File: src/rtl/eeg_aram_rd_sched.sv
// eeg_aram_rd_sched: read-port scheduler for one ARAM bank.
//
// Shares the bank's address channel (ARAM_ADD_*) and data channel (ARAM_DAT_*) among
// REQ_NUM requesters. Whole bursts (address beats up to and including LST) are granted
// round-robin. Every accepted address beat pushes the granted requester index into a tag
// FIFO. Returning data beats are routed to the requester at the FIFO head.
//
// Ports:
//   clk, rst_n                  clock, asynchronous active-low reset
//   IS_IDLE                     arbiter idle and no reads outstanding
//   STS_ERR                     sticky: bank returned data with no outstanding tag
//   REQ_ADD_VLD/LST/RDY/ADD     per-requester address channels (ADD packed REQ_NUM*ADD_AW)
//   REQ_DAT_VLD/LST/RDY         per-requester data handshake (VLD one-hot or zero)
//   REQ_DAT_DAT                 shared data bus to all requesters
//   ARAM_ADD_VLD/LST/RDY/ADD    address channel to the bank
//   ARAM_DAT_VLD/LST/RDY/DAT    data channel from the bank
//
// Build option: define EEG_ARAM_SCHED_FIXPRI_EN for fixed priority (lowest index wins);
// the round-robin pointer then stays at 0.
module eeg_aram_rd_sched #(
    parameter int unsigned REQ_NUM   = 4,
    parameter int unsigned ADD_AW    = 12,
    parameter int unsigned DAT_DW    = 8,
    parameter int unsigned TAG_DEPTH = 4
) (
    input  logic                      clk,
    input  logic                      rst_n,
    output logic                      IS_IDLE,
    output logic                      STS_ERR,
    input  logic [REQ_NUM-1:0]        REQ_ADD_VLD,
    input  logic [REQ_NUM-1:0]        REQ_ADD_LST,
    output logic [REQ_NUM-1:0]        REQ_ADD_RDY,
    input  logic [REQ_NUM*ADD_AW-1:0] REQ_ADD_ADD,
    output logic [REQ_NUM-1:0]        REQ_DAT_VLD,
    output logic [REQ_NUM-1:0]        REQ_DAT_LST,
    input  logic [REQ_NUM-1:0]        REQ_DAT_RDY,
    output logic [DAT_DW-1:0]         REQ_DAT_DAT,
    output logic                      ARAM_ADD_VLD,
    output logic                      ARAM_ADD_LST,
    input  logic                      ARAM_ADD_RDY,
    output logic [ADD_AW-1:0]         ARAM_ADD_ADD,
    input  logic                      ARAM_DAT_VLD,
    input  logic                      ARAM_DAT_LST,
    output logic                      ARAM_DAT_RDY,
    input  logic [DAT_DW-1:0]         ARAM_DAT_DAT
);

    localparam int unsigned TAG_W = $clog2(REQ_NUM);
    localparam int unsigned PTR_W = $clog2(TAG_DEPTH);
    localparam int unsigned CNT_W = PTR_W + 1;

    typedef enum logic [0:0] {StIdle, StBurst} state_e;

    state_e           state_q, state_d;
    logic [TAG_W-1:0] gnt_q, gnt_d;
    logic [TAG_W-1:0] rr_ptr_q, rr_ptr_d;
    logic [TAG_W-1:0] tag_mem_q [TAG_DEPTH];
    logic [TAG_W-1:0] tag_mem_d [TAG_DEPTH];
    logic [PTR_W-1:0] wr_ptr_q, wr_ptr_d;
    logic [PTR_W-1:0] rd_ptr_q, rd_ptr_d;
    logic [CNT_W-1:0] cnt_q, cnt_d;
    logic             sts_err_q, sts_err_d;

    logic             full, empty, push, pop;
    logic [TAG_W-1:0] head, pick, idx;
    logic             found;
    int unsigned      rr_base;

    assign full    = (cnt_q == CNT_W'(TAG_DEPTH));
    assign empty   = (cnt_q == '0);
    assign head    = tag_mem_q[rd_ptr_q];
    assign IS_IDLE = (state_q == StIdle) && empty;
    assign STS_ERR = sts_err_q;

    // First valid requester scanning upward from the base, wrapping modulo REQ_NUM.
    always_comb begin
`ifdef EEG_ARAM_SCHED_FIXPRI_EN
        rr_base = 0;
`else
        rr_base = 32'(rr_ptr_q);
`endif
        pick  = gnt_q;
        idx   = '0;
        found = 1'b0;
        for (int unsigned k = 0; k < REQ_NUM; k++) begin
            idx = TAG_W'((rr_base + k) % REQ_NUM);
            if (!found && REQ_ADD_VLD[idx]) begin
                pick  = idx;
                found = 1'b1;
            end
        end
    end

    // Burst FSM and address forwarding.
    always_comb begin
        state_d      = state_q;
        gnt_d        = gnt_q;
        rr_ptr_d     = rr_ptr_q;
        REQ_ADD_RDY  = '0;
        ARAM_ADD_VLD = 1'b0;
        ARAM_ADD_LST = 1'b0;
        ARAM_ADD_ADD = '0;
        push         = 1'b0;
        unique case (state_q)
            StIdle: begin
                // Grant is registered only; the bank sees nothing this cycle.
                if (|REQ_ADD_VLD) begin
                    gnt_d   = pick;
                    state_d = StBurst;
                end
            end
            StBurst: begin
                ARAM_ADD_VLD       = REQ_ADD_VLD[gnt_q] & ~full;
                ARAM_ADD_LST       = REQ_ADD_LST[gnt_q];
                ARAM_ADD_ADD       = REQ_ADD_ADD[32'(gnt_q)*ADD_AW +: ADD_AW];
                REQ_ADD_RDY[gnt_q] = ARAM_ADD_RDY & ~full;
                push               = REQ_ADD_VLD[gnt_q] & ARAM_ADD_RDY & ~full;
                if (push && REQ_ADD_LST[gnt_q]) begin
                    state_d = StIdle;
`ifndef EEG_ARAM_SCHED_FIXPRI_EN
                    rr_ptr_d = TAG_W'((32'(gnt_q) + 32'd1) % REQ_NUM);
`endif
                end
            end
            default: state_d = StIdle;
        endcase
    end

    // Tag FIFO and data return routing.
    always_comb begin
        REQ_DAT_VLD  = '0;
        REQ_DAT_LST  = '0;
        REQ_DAT_DAT  = ARAM_DAT_DAT;
        ARAM_DAT_RDY = ~empty & REQ_DAT_RDY[head];
        pop          = ARAM_DAT_VLD & ARAM_DAT_RDY;
        if (!empty) begin
            REQ_DAT_VLD[head] = ARAM_DAT_VLD;
            REQ_DAT_LST[head] = ARAM_DAT_LST;
        end

        tag_mem_d = tag_mem_q;
        wr_ptr_d  = wr_ptr_q;
        rd_ptr_d  = rd_ptr_q;
        cnt_d     = cnt_q;
        if (push) begin
            tag_mem_d[wr_ptr_q] = gnt_q;
            wr_ptr_d            = wr_ptr_q + PTR_W'(1);
        end
        if (pop) begin
            rd_ptr_d = rd_ptr_q + PTR_W'(1);
        end
        if (push && !pop) begin
            cnt_d = cnt_q + CNT_W'(1);
        end else if (!push && pop) begin
            cnt_d = cnt_q - CNT_W'(1);
        end

        sts_err_d = sts_err_q | (ARAM_DAT_VLD & empty);
    end

    always_ff @(posedge clk or negedge rst_n) begin
        if (!rst_n) begin
            state_q   <= StIdle;
            gnt_q     <= '0;
            rr_ptr_q  <= '0;
            wr_ptr_q  <= '0;
            rd_ptr_q  <= '0;
            cnt_q     <= '0;
            sts_err_q <= 1'b0;
            for (int unsigned i = 0; i < TAG_DEPTH; i++) begin
                tag_mem_q[i] <= '0;
            end
        end else begin
            state_q   <= state_d;
            gnt_q     <= gnt_d;
            rr_ptr_q  <= rr_ptr_d;
            wr_ptr_q  <= wr_ptr_d;
            rd_ptr_q  <= rd_ptr_d;
            cnt_q     <= cnt_d;
            sts_err_q <= sts_err_d;
            tag_mem_q <= tag_mem_d;
        end
    end

endmodule

File: config.mk
export PLATFORM = sky130hd
export DESIGN_NAME = eeg_aram_rd_sched
export DESIGN_NICKNAME = d
export VERILOG_FILES = /design/src/rtl/eeg_aram_rd_sched.sv
export SDC_FILE = /design/constraint.sdc
export NUM_CORES = 1
export LEC_CHECK = 0
export ABC_CLOCK_PERIOD_IN_PS = 2800
export BUFFER_PORTS_ARGS = -buffer_cell sky130_fd_sc_hd__buf_2
export CAP_MARGIN = 15
export CORE_ASPECT_RATIO = 0.75
export CORE_MARGIN = 2
export CORE_UTILIZATION = 46
export CTS_BUF_LIST = sky130_fd_sc_hd__clkbuf_2 sky130_fd_sc_hd__clkbuf_4 sky130_fd_sc_hd__clkbuf_8
export DETAILED_ROUTE_END_ITERATION = 6
export PLACE_DENSITY = 0.82
export SYNTH_ARGS = -nofsm -noshare
export SYNTH_HDL_FRONTEND = slang
export SYNTH_SLANG_ARGS = --single-unit
File: constraint.sdc
create_clock -name clk -period 2.8 [get_ports clk]
set_input_delay 0.14 -clock clk [delete_from_list [all_inputs] [get_ports clk]]
set_output_delay 0.14 -clock clk [all_outputs]
set_load 0.1 [all_outputs]
==> results of run 1 <==
## synthesized netlist by cell type (all sizes together), types with 2 or more instances
cell | count | area [sq um]
buf | 13 | 110
nor2b | 2 | 12.5
ha | 9 | 113
a21oi | 7 | 42.5
mux4 | 14 | 315
xnor2 | 3 | 26.3
nand2 | 18 | 105
mux2i | 11 | 126
inv | 7 | 26.3
dfrtp | 21 | 526
xor2 | 2 | 17.5
and2 | 19 | 121
mux2 | 12 | 176
clkbuf | 2 | 7.51
nand2b | 2 | 12.5
nor2 | 16 | 60.1
o21ai | 4 | 20.0
## logic make-up after synthesis
family / share of synthesized area [%]
mux: 32.0
fa+ha+maj: 6.86
compound gates: 5.76
buf+inv: 7.44
flops: 27.2
simple gates: 18.6
xor+xnor: 2.26
## worst min path at each step
stage,from,endpoint,slack [ns]
floorplan,rst_n,STS_ERR,-0.16
global placement,rst_n,rd_ptr_q[0],0.12
detailed placement,rst_n,tag_mem_q[6],0.13
CTS,ARAM_DAT_VLD,STS_ERR,0.11
global route,ARAM_DAT_VLD,STS_ERR,0.12
finish,ARAM_DAT_VLD,STS_ERR,0.12
## state kept, by name, indices dropped and copies added, names as in the netlist
signal	flops
state_q	1
STS_ERR	1
tag_mem_q	8
rr_ptr_q	2
cnt_q	3
rd_ptr_q	2
wr_ptr_q	2
gnt_q	2
## timing repair
item | in CTS | in global routing
hold endpoints to repair | 21 | 0
endpoints found under the setup margin | 0 | 1
hold buffers | 1 | 0
gates resized for setup | 0 | 1
## stage by stage
step	worst slack (ns)	hold slack, ns	instances	utilization [%]	area [sq um]
6_report	0.193	0.117	317	60.0	2430
5_1_grt	0.0382	0.124	317	60.0	2430
4_1_cts	0.0788	0.106	317	60.0	2430
3_5_place_dp	0.145	0.130	312	58.5	2370
3_3_place_gp	0.279	0.118	312	58.5	2370
2_1_floorplan	0.121	-0.156	176	-	1930
## worst max-delay path: stages, from the launching register on
cell      delay, ns
dfrtp_2        0.45
mux2i_2        0.33
mux2i_1        0.33
mux2i_4        0.12
a21oi_2        0.13
nand2b_1       0.12
ha_1           0.18
inv_1          0.06
fa_1           0.39
xor2_1         0.16
nor2_1         0.11
xor2_1         0.16
## cells in the final DEF (no fill, tap or decap), types with 2 or more instances in the layout
cell / n
nand2b_1: 2
mux2i_1: 9
buf_4: 3
nor2_1: 16
a21oi_2: 2
dfrtp_1: 20
inv_1: 7
mux4_2: 14
a21oi_1: 5
nor2b_1: 2
nand2_4: 5
o21ai_0: 4
mux2_4: 11
and2_1: 18
buf_2: 93
nand2_1: 13
xor2_1: 2
ha_1: 9
clkbuf_8: 3
xnor2_1: 3
## routing by layer
layer | up-vias | track usage (%) | wire [microns]
li1 | 782 | - | -
met1 | 759 | 22.7 | 1740
met2 | 56 | 35.9 | 2330
met3 | 2 | 3.78 | 344
met4 | 0 | 4.93 | 8
met5 | - | 0 | 0
## final cells by class
class | count | area (sq um)
multi-input combinational | 133 | 1260
tap | 55 | 68.8
timing repair buffer | 97 | 498
inverter | 7 | 26.3
clock buffer | 4 | 48.8
sequential | 21 | 527
fill | 338 | 1620
==> results.cfg, run 1 <==
[sta]
finalSetupViolations = 0
slew-limit-headroom_pct = 67.2
min_period_ns = 2.61
drv_slew = 0
worstMarginPinSlew_ns = 0.495
setup_tns_ns = 0
skew_ns = 0.00164
fmax_mhz = 384
rsz0062_at_grt = no
post-route-period-util_pct = 93.1
final-hold-violation-count = 0

[routing]
drt_wl_total_microns = 4420
post-route-drc-count = 0
drt_iter0_drc = 76
wl_per_cell_microns = 14.0
vias_per_cell = 5.04
dr.pass1.iters = 4
antenna_left = 0
route.vias.total = 1599

[synth]
ys_ff_latch = 21
ys.flop_type = dfrtp_1
syn_area_per_cell_sq_um = 11.0
ys_seq_area_share_pct = 27.2
async_flop_share_pct = 100
yosysWarnings = 0
synth_nets = 259
ys_types = 38
synthCells = 176
synth_area_sq_mm = 0.00193
synth_edf_count = 0

[floorplan]
initial_core_util_pct = 47.7
chipWidth_microns = 78.9
io_pins = 110
die_area_sq_mm = 0.00475
coreArea_sq_mm = 0.00405
floorplan.rows = 20
die_h_microns = 60.2

[clock_tree]
post_cts_buffers = 0
clk_path_buf_depth = 2
clk_pin_slew_ns = 0.08
clkLatencyLatePin_ns = 0.25
cts_made_buffers = 3
ctsRootBufferMaster = clkbuf_8
clock_sinks = 21
cts_max_level = 1
cts_tree = yes

[worst_setup_path]
crit_required_ns = 2.98
r2r_cells = 11
r2r-start = rd_ptr_q[1]
critPathLaunchType = register
reg2reg_to = cnt_q[2]
cp_max_fo = 5
cp.arrival_ns = 2.79
endpoint_kind = register
crit_type = reg -> reg
r2r_slack_ns = 0.19
crit_start = rd_ptr_q[1]
crit_end = cnt_q[2]

[min_path]
min_path_type = in -> reg
holdPathStages = 2

[cells_and_area]
syn2layout_area_growth_pct = 25.8
drive_above_1_share_pct = 52.7
final_nets = 346
diodes = 0

[grt]
grt_pass1_vias = 1573
grt_antenna_before_repair = 0
grt_pass1_wl_microns = 7080
grt-ovfl-total = 0
grt_usage_pct = 19.1
grt_max_degree = 22

[run_status]
status = finished, final reports clean

[placed_design]
gp_congestion = 0.895
hpwl_microns = 3620
io_buffers = 93

[flow_run]
max-cap-violations = 0
Power of run 1 is not shown: default switching activity piles up to over one toggle a cycle in this logic, so the estimate is an artifact.
==> run 2, diff against run 1 <==
--- a/config.mk
+++ b/config.mk
@@ -8,12 +8,14 @@
 export ABC_CLOCK_PERIOD_IN_PS = 2800
 export BUFFER_PORTS_ARGS = -buffer_cell sky130_fd_sc_hd__buf_2
 export CAP_MARGIN = 15
+export CELL_PAD_IN_SITES_DETAIL_PLACEMENT = 2
+export CELL_PAD_IN_SITES_GLOBAL_PLACEMENT = 2
 export CORE_ASPECT_RATIO = 0.75
 export CORE_MARGIN = 2
-export CORE_UTILIZATION = 46
+export CORE_UTILIZATION = 26
 export CTS_BUF_LIST = sky130_fd_sc_hd__clkbuf_2 sky130_fd_sc_hd__clkbuf_4 sky130_fd_sc_hd__clkbuf_8
 export DETAILED_ROUTE_END_ITERATION = 6
-export PLACE_DENSITY = 0.82
+export PLACE_DENSITY = 0.81
 export SYNTH_ARGS = -nofsm -noshare
 export SYNTH_HDL_FRONTEND = slang
 export SYNTH_SLANG_ARGS = --single-unit
==> results.cfg, run 2 (same netlist as run 1, synthesis figures left out) <==
[run_status]
status = finished, final reports clean

[cells_and_area]
top_register = tag_mem_q
largest_reg_flops = 8
final_cell_mix = 93 x buf_2, 20 x dfrtp_1, 18 x and2_1, 16 x nor2_1, 14 x mux4_2
fin_util_pct = 34.6
drive_above_1_share_pct = 53.8
syn2layout_area_growth_pct = 29.8
layout_commonest_cell = buf_2
final_nets = 346
finalInstanceArea_sq_mm = 0.00251
top_regs = tag_mem_q: 8 flops, cnt_q: 3 flops
diodes = 0

[grt]
grt_pass1_vias = 1742
grt_antenna_before_repair = 0
grt_use_met3_pct = 3.86
grt-ovfl-total = 0
use_met2_pct = 25.6
grt_pass1_wl_microns = 9520
grt_usage_pct = 14.7
grt_util_met1_pct = 18.6
grt.busiest_layer = met2
grt_max_degree = 22

[routing]
antenna_left = 0
drt_iter0_drc = 50
vias_per_cell = 4.63
wl_per_cell_microns = 16.6
post-route-drc-count = 0
drt_wl_total_microns = 6020
dr.pass1.iters = 4
route.vias.total = 1679

[floorplan]
die_area_sq_mm = 0.00815
io_pins = 110
floorplan.rows = 27
chipWidth_microns = 104
initial_core_util_pct = 26.6
die_h_microns = 78.7
coreArea_sq_mm = 0.00726

[sta]
post-route-period-util_pct = 92.1
setup_tns_ns = 0
rsz0062_at_grt = no
worstMarginPinSlew_ns = 0.500
min_period_ns = 2.58
drv_slew = 0
fmax_mhz = 388
finalSetupViolations = 0
final-hold-violation-count = 0
skew_ns = 0.00483
hold-worst-slack_ns = 0.122
slew-limit-headroom_pct = 66.9

[clock_tree]
cts_max_level = 1
cts_made_buffers = 3
cts_tree = yes
clk_pin_slew_ns = 0.08
clkLatencyLatePin_ns = 0.26
clock_sinks = 21
ctsRootBufferMaster = clkbuf_8
clk_path_buf_depth = 2

[worst_setup_path]
crit_type = reg -> reg
endpoint_kind = register
cp_max_fo = 5
critPathLaunchType = register
cp.arrival_ns = 2.76
crit_required_ns = 2.99

[placed_design]
gp_congestion = 0.788
dpl-instance-area_sq_mm = 0.00243
hpwl_microns = 5020
io_buffers = 93

[min_path]
min_path_type = in -> reg

[flow_run]
max-cap-violations = 0
-- run 2: cell counts in the layout (fill, tap and decap cells not counted) --
No cell type changed its count.
-- run 2: metrics by stage --
stage | std cells | setup slack (ns)
floorplan | 176 | 0.121
detailed placement | 358 | 0.0694
finish | 363 | 0.222
global route | 363 | 0.0286
CTS | 363 | 0.0539
global placement | 358 | 0.261
-- run 2: final timing paths --
check | from | to | slack (ns) | cells past startpoint
max in group asynchronous | rst_n | rd_ptr_q[1] | 2.09 | 2
setup reg to reg | rd_ptr_q[1] | cnt_q[2] | 0.22 | 11
min in group asynchronous | rst_n | tag_mem_q[3] | 0.36 | 2
hold reg to reg | STS_ERR | STS_ERR | 0.48 | 1
hold / removal | ARAM_DAT_VLD | STS_ERR | 0.12 | 2
setup / recovery | rd_ptr_q[1] | cnt_q[2] | 0.22 | 11
-- run 2: routing by layer --
layer	wire, microns	part of all wire, %	up-vias
met1	2670	44	827
li1	-	-	776
met4	51	0.85	0
met5	0	0	-
met3	396	6.6	8
met2	2910	48	68
-- run 2: timing repair --
| action | 4_1_cts | 5_1_grt |
|---|---|---|
| endpoints found under the hold margin | 21 | 0 |
| setup buffers | 0 | 0 |
| setup endpoints to repair | 0 | 2 |
| hold buffers | 1 | 0 |
| gates resized for setup | 0 | 5 |
-- run 2: cell type report --
cell class                      instances  area (sq um)
Timing Repair Buffer                   97           498
Clock buffer                            4          48.8
Fill cell                             818          4750
Tap cell                              101           126
Sequential cell                        21           527
Inverter                                7          26.3
Multi-Input combinational cell        133          1280
-- run 2: critical path, stage by stage, from the launching register on --
cell      delay (ns)
dfrtp_2         0.48
mux2_4          0.35
mux2i_1         0.20
mux2i_1         0.13
a21oi_2         0.16
nand2b_1        0.12
ha_1            0.18
inv_1           0.06
fa_1            0.37
xor2_1          0.16
nor2_1          0.14
xor2_1          0.16
Power of run 2 is left out for the same reason.
==> run 3, diff against run 2 <==
==> config.mk (replaced) <==
export PLATFORM = sky130hd
export DESIGN_NAME = eeg_aram_rd_sched
export DESIGN_NICKNAME = d
export VERILOG_FILES = /design/src/rtl/eeg_aram_rd_sched.sv
export SDC_FILE = /design/constraint.sdc
export NUM_CORES = 1
export LEC_CHECK = 0
export ABC_CLOCK_PERIOD_IN_PS = 2300
export BUFFER_PORTS_ARGS = -buffer_cell sky130_fd_sc_hd__buf_2
export CAP_MARGIN = 15
export CELL_PAD_IN_SITES_DETAIL_PLACEMENT = 2
export CELL_PAD_IN_SITES_GLOBAL_PLACEMENT = 2
export CORE_ASPECT_RATIO = 0.75
export CORE_MARGIN = 2
export CORE_UTILIZATION = 24
export CTS_BUF_LIST = sky130_fd_sc_hd__clkbuf_2 sky130_fd_sc_hd__clkbuf_4 sky130_fd_sc_hd__clkbuf_8
export DETAILED_ROUTE_END_ITERATION = 6
export PLACE_DENSITY = 0.79
export SYNTH_ARGS = -nofsm -noshare
export SYNTH_HDL_FRONTEND = slang
export SYNTH_SLANG_ARGS = --single-unit
==> constraint.sdc (replaced) <==
create_clock -name clk -period 2.3 [get_ports clk]
set_input_delay 0.115 -clock clk [delete_from_list [all_inputs] [get_ports clk]]
set_output_delay 0.115 -clock clk [all_outputs]
set_load 0.1 [all_outputs]
==> results.cfg, run 3 (same netlist as run 1, synthesis figures left out) <==
[worst_setup_path]
r2r-start = rd_ptr_q[1]
endpoint_kind = register
crit_required_ns = 2.46
critPathLaunchType = register
r2r_cells = 10
reg2reg_to = cnt_q[1]
crit_type = reg -> reg
cp.arrival_ns = 2.72
crit_start = rd_ptr_q[1]
r2r_slack_ns = -0.26
cp_max_fo = 5

[grt]
grt_pass1_wl_microns = 9320
grt_max_degree = 22
grt-ovfl-total = 0
grt_antenna_before_repair = 0
grt_usage_pct = 13.7
grt_pass1_vias = 1845

[sta]
finalSetupViolations = 6
worstMarginPinSlew_ns = 0.491
drv_slew = 0
fin_ws_ns = -0.261
rsz0062_at_grt = yes
final-hold-violation-count = 0
fmax_mhz = 391
slew-limit-headroom_pct = 67.0
post-route-period-util_pct = 111
skew_ns = 0.0116
min_period_ns = 2.56

[clock_tree]
clkLatencyLatePin_ns = 0.27
cts_max_level = 1
cts_made_buffers = 3
ctsRootBufferMaster = clkbuf_8
clk_pin_slew_ns = 0.08
cts_tree = yes
clock_sinks = 21
clk_path_buf_depth = 2

[cells_and_area]
drive_above_1_share_pct = 61.9
diodes = 0
largest_reg_flops = 8
top_register = tag_mem_q
layout_commonest_cell = buf_2
top_regs = tag_mem_q: 8 flops, cnt_q: 3 flops
final_nets = 365
final_cell_mix = 82 x buf_2, 20 x dfrtp_1, 20 x buf_4, 18 x and2_1, 14 x mux4_2
finalInstanceArea_sq_mm = 0.00282
syn2layout_area_growth_pct = 45.5

[min_path]
hold_end = STS_ERR
min-delay-start = ARAM_DAT_VLD
min_path_type = in -> reg
holdPathStages = 2

[placed_design]
dpl-instance-area_sq_mm = 0.00261
gp_congestion = 0.718
io_buffers = 93
hpwl_microns = 5010

[routing]
antenna_left = 0
route.vias.total = 1754
drt_wl_total_microns = 6470
drt_iter0_drc = 44
wl_per_cell_microns = 16.8
dr.pass1.iters = 4
post-route-drc-count = 0
vias_per_cell = 4.54

[floorplan]
initial_core_util_pct = 24.6
chipWidth_microns = 108
die_h_microns = 81.8
die_area_sq_mm = 0.00880
floorplan.rows = 28
coreArea_sq_mm = 0.00785
io_pins = 110

[run_status]
violations = setup timing
status = finished, violations left

[flow_run]
max-cap-violations = 0
==> run 3: cell types whose count changed in the layout (fill, tap and decap cells not counted), moves of 2 or more <==
cell / previous run / this run
buf_2: 93 / 82
nor2_1: 16 / 8
nor2_2: 0 / 7
buf_12: 0 / 4
mux2i_2: 3 / 5
mux2i_1: 6 / 4
buf_6: 0 / 7
buf_4: 3 / 20
==> run 3: layout make-up <==
| type | instances | area [sq um] |
|---|---|---|
| Tap cell | 105 | 131 |
| Sequential cell | 21 | 527 |
| Multi-Input combinational cell | 133 | 1340 |
| Clock buffer | 3 | 41.3 |
| Fill cell | 877 | 5030 |
| Timing Repair Buffer | 116 | 744 |
| Clock inverter | 1 | 5.00 |
| Inverter | 7 | 26.3 |
==> run 3: worst max-delay path: stages (launching register included) <==
cell	delay, ns
dfrtp_2	0.47
buf_6	0.15
mux2i_2	0.17
mux2i_2	0.23
mux2i_1	0.29
a21oi_2	0.11
nand2b_4	0.16
ha_4	0.16
inv_2	0.04
fa_2	0.42
mux2_2	0.27
==> run 3: per-layer routing <==
layer	vias up	global-route usage, %	routed length, microns	part of all wire, %
met5	-	0	0	0
met4	0	3.33	46	0.71
met2	67	26.3	3370	52
met3	6	3.73	498	7.7
li1	821	-	-	-
met1	860	15.2	2560	40
==> run 3: stage by stage <==
step	setup TNS (ns)	utilization [%]	std cells	hold WS (ns)	setup slack [ns]
2_1_floorplan	-0.673	-	176	-0.181	-0.260
3_3_place_gp	-0.382	33.3	375	0.107	-0.204
3_5_place_dp	-0.714	33.3	375	0.109	-0.363
4_1_cts	-0.428	35.1	385	0.0742	-0.221
5_1_grt	-1.53	35.9	386	0.0776	-0.368
6_report	-0.743	35.9	386	0.0829	-0.261
==> run 3: repair_timing <==
action                                  4_1_cts  5_1_grt
resized for setup                            13       15
hold buffers                                  1        0
setup buffers                                 5        1
hold endpoints to repair                     21        0
pin swaps                                     3        0
endpoints found under the setup margin        8       12
==> run 3: worst max-delay path by stage <==
stage / cells past startpoint / endpoint
global placement: 9 / cnt_q[1]
detailed placement: 12 / cnt_q[2]
CTS: 10 / cnt_q[1]
finish: 10 / cnt_q[1]
global route: 12 / cnt_q[2]
floorplan: 6 / REQ_DAT_LST[1]
Power of run 3 is left out for the same reason.
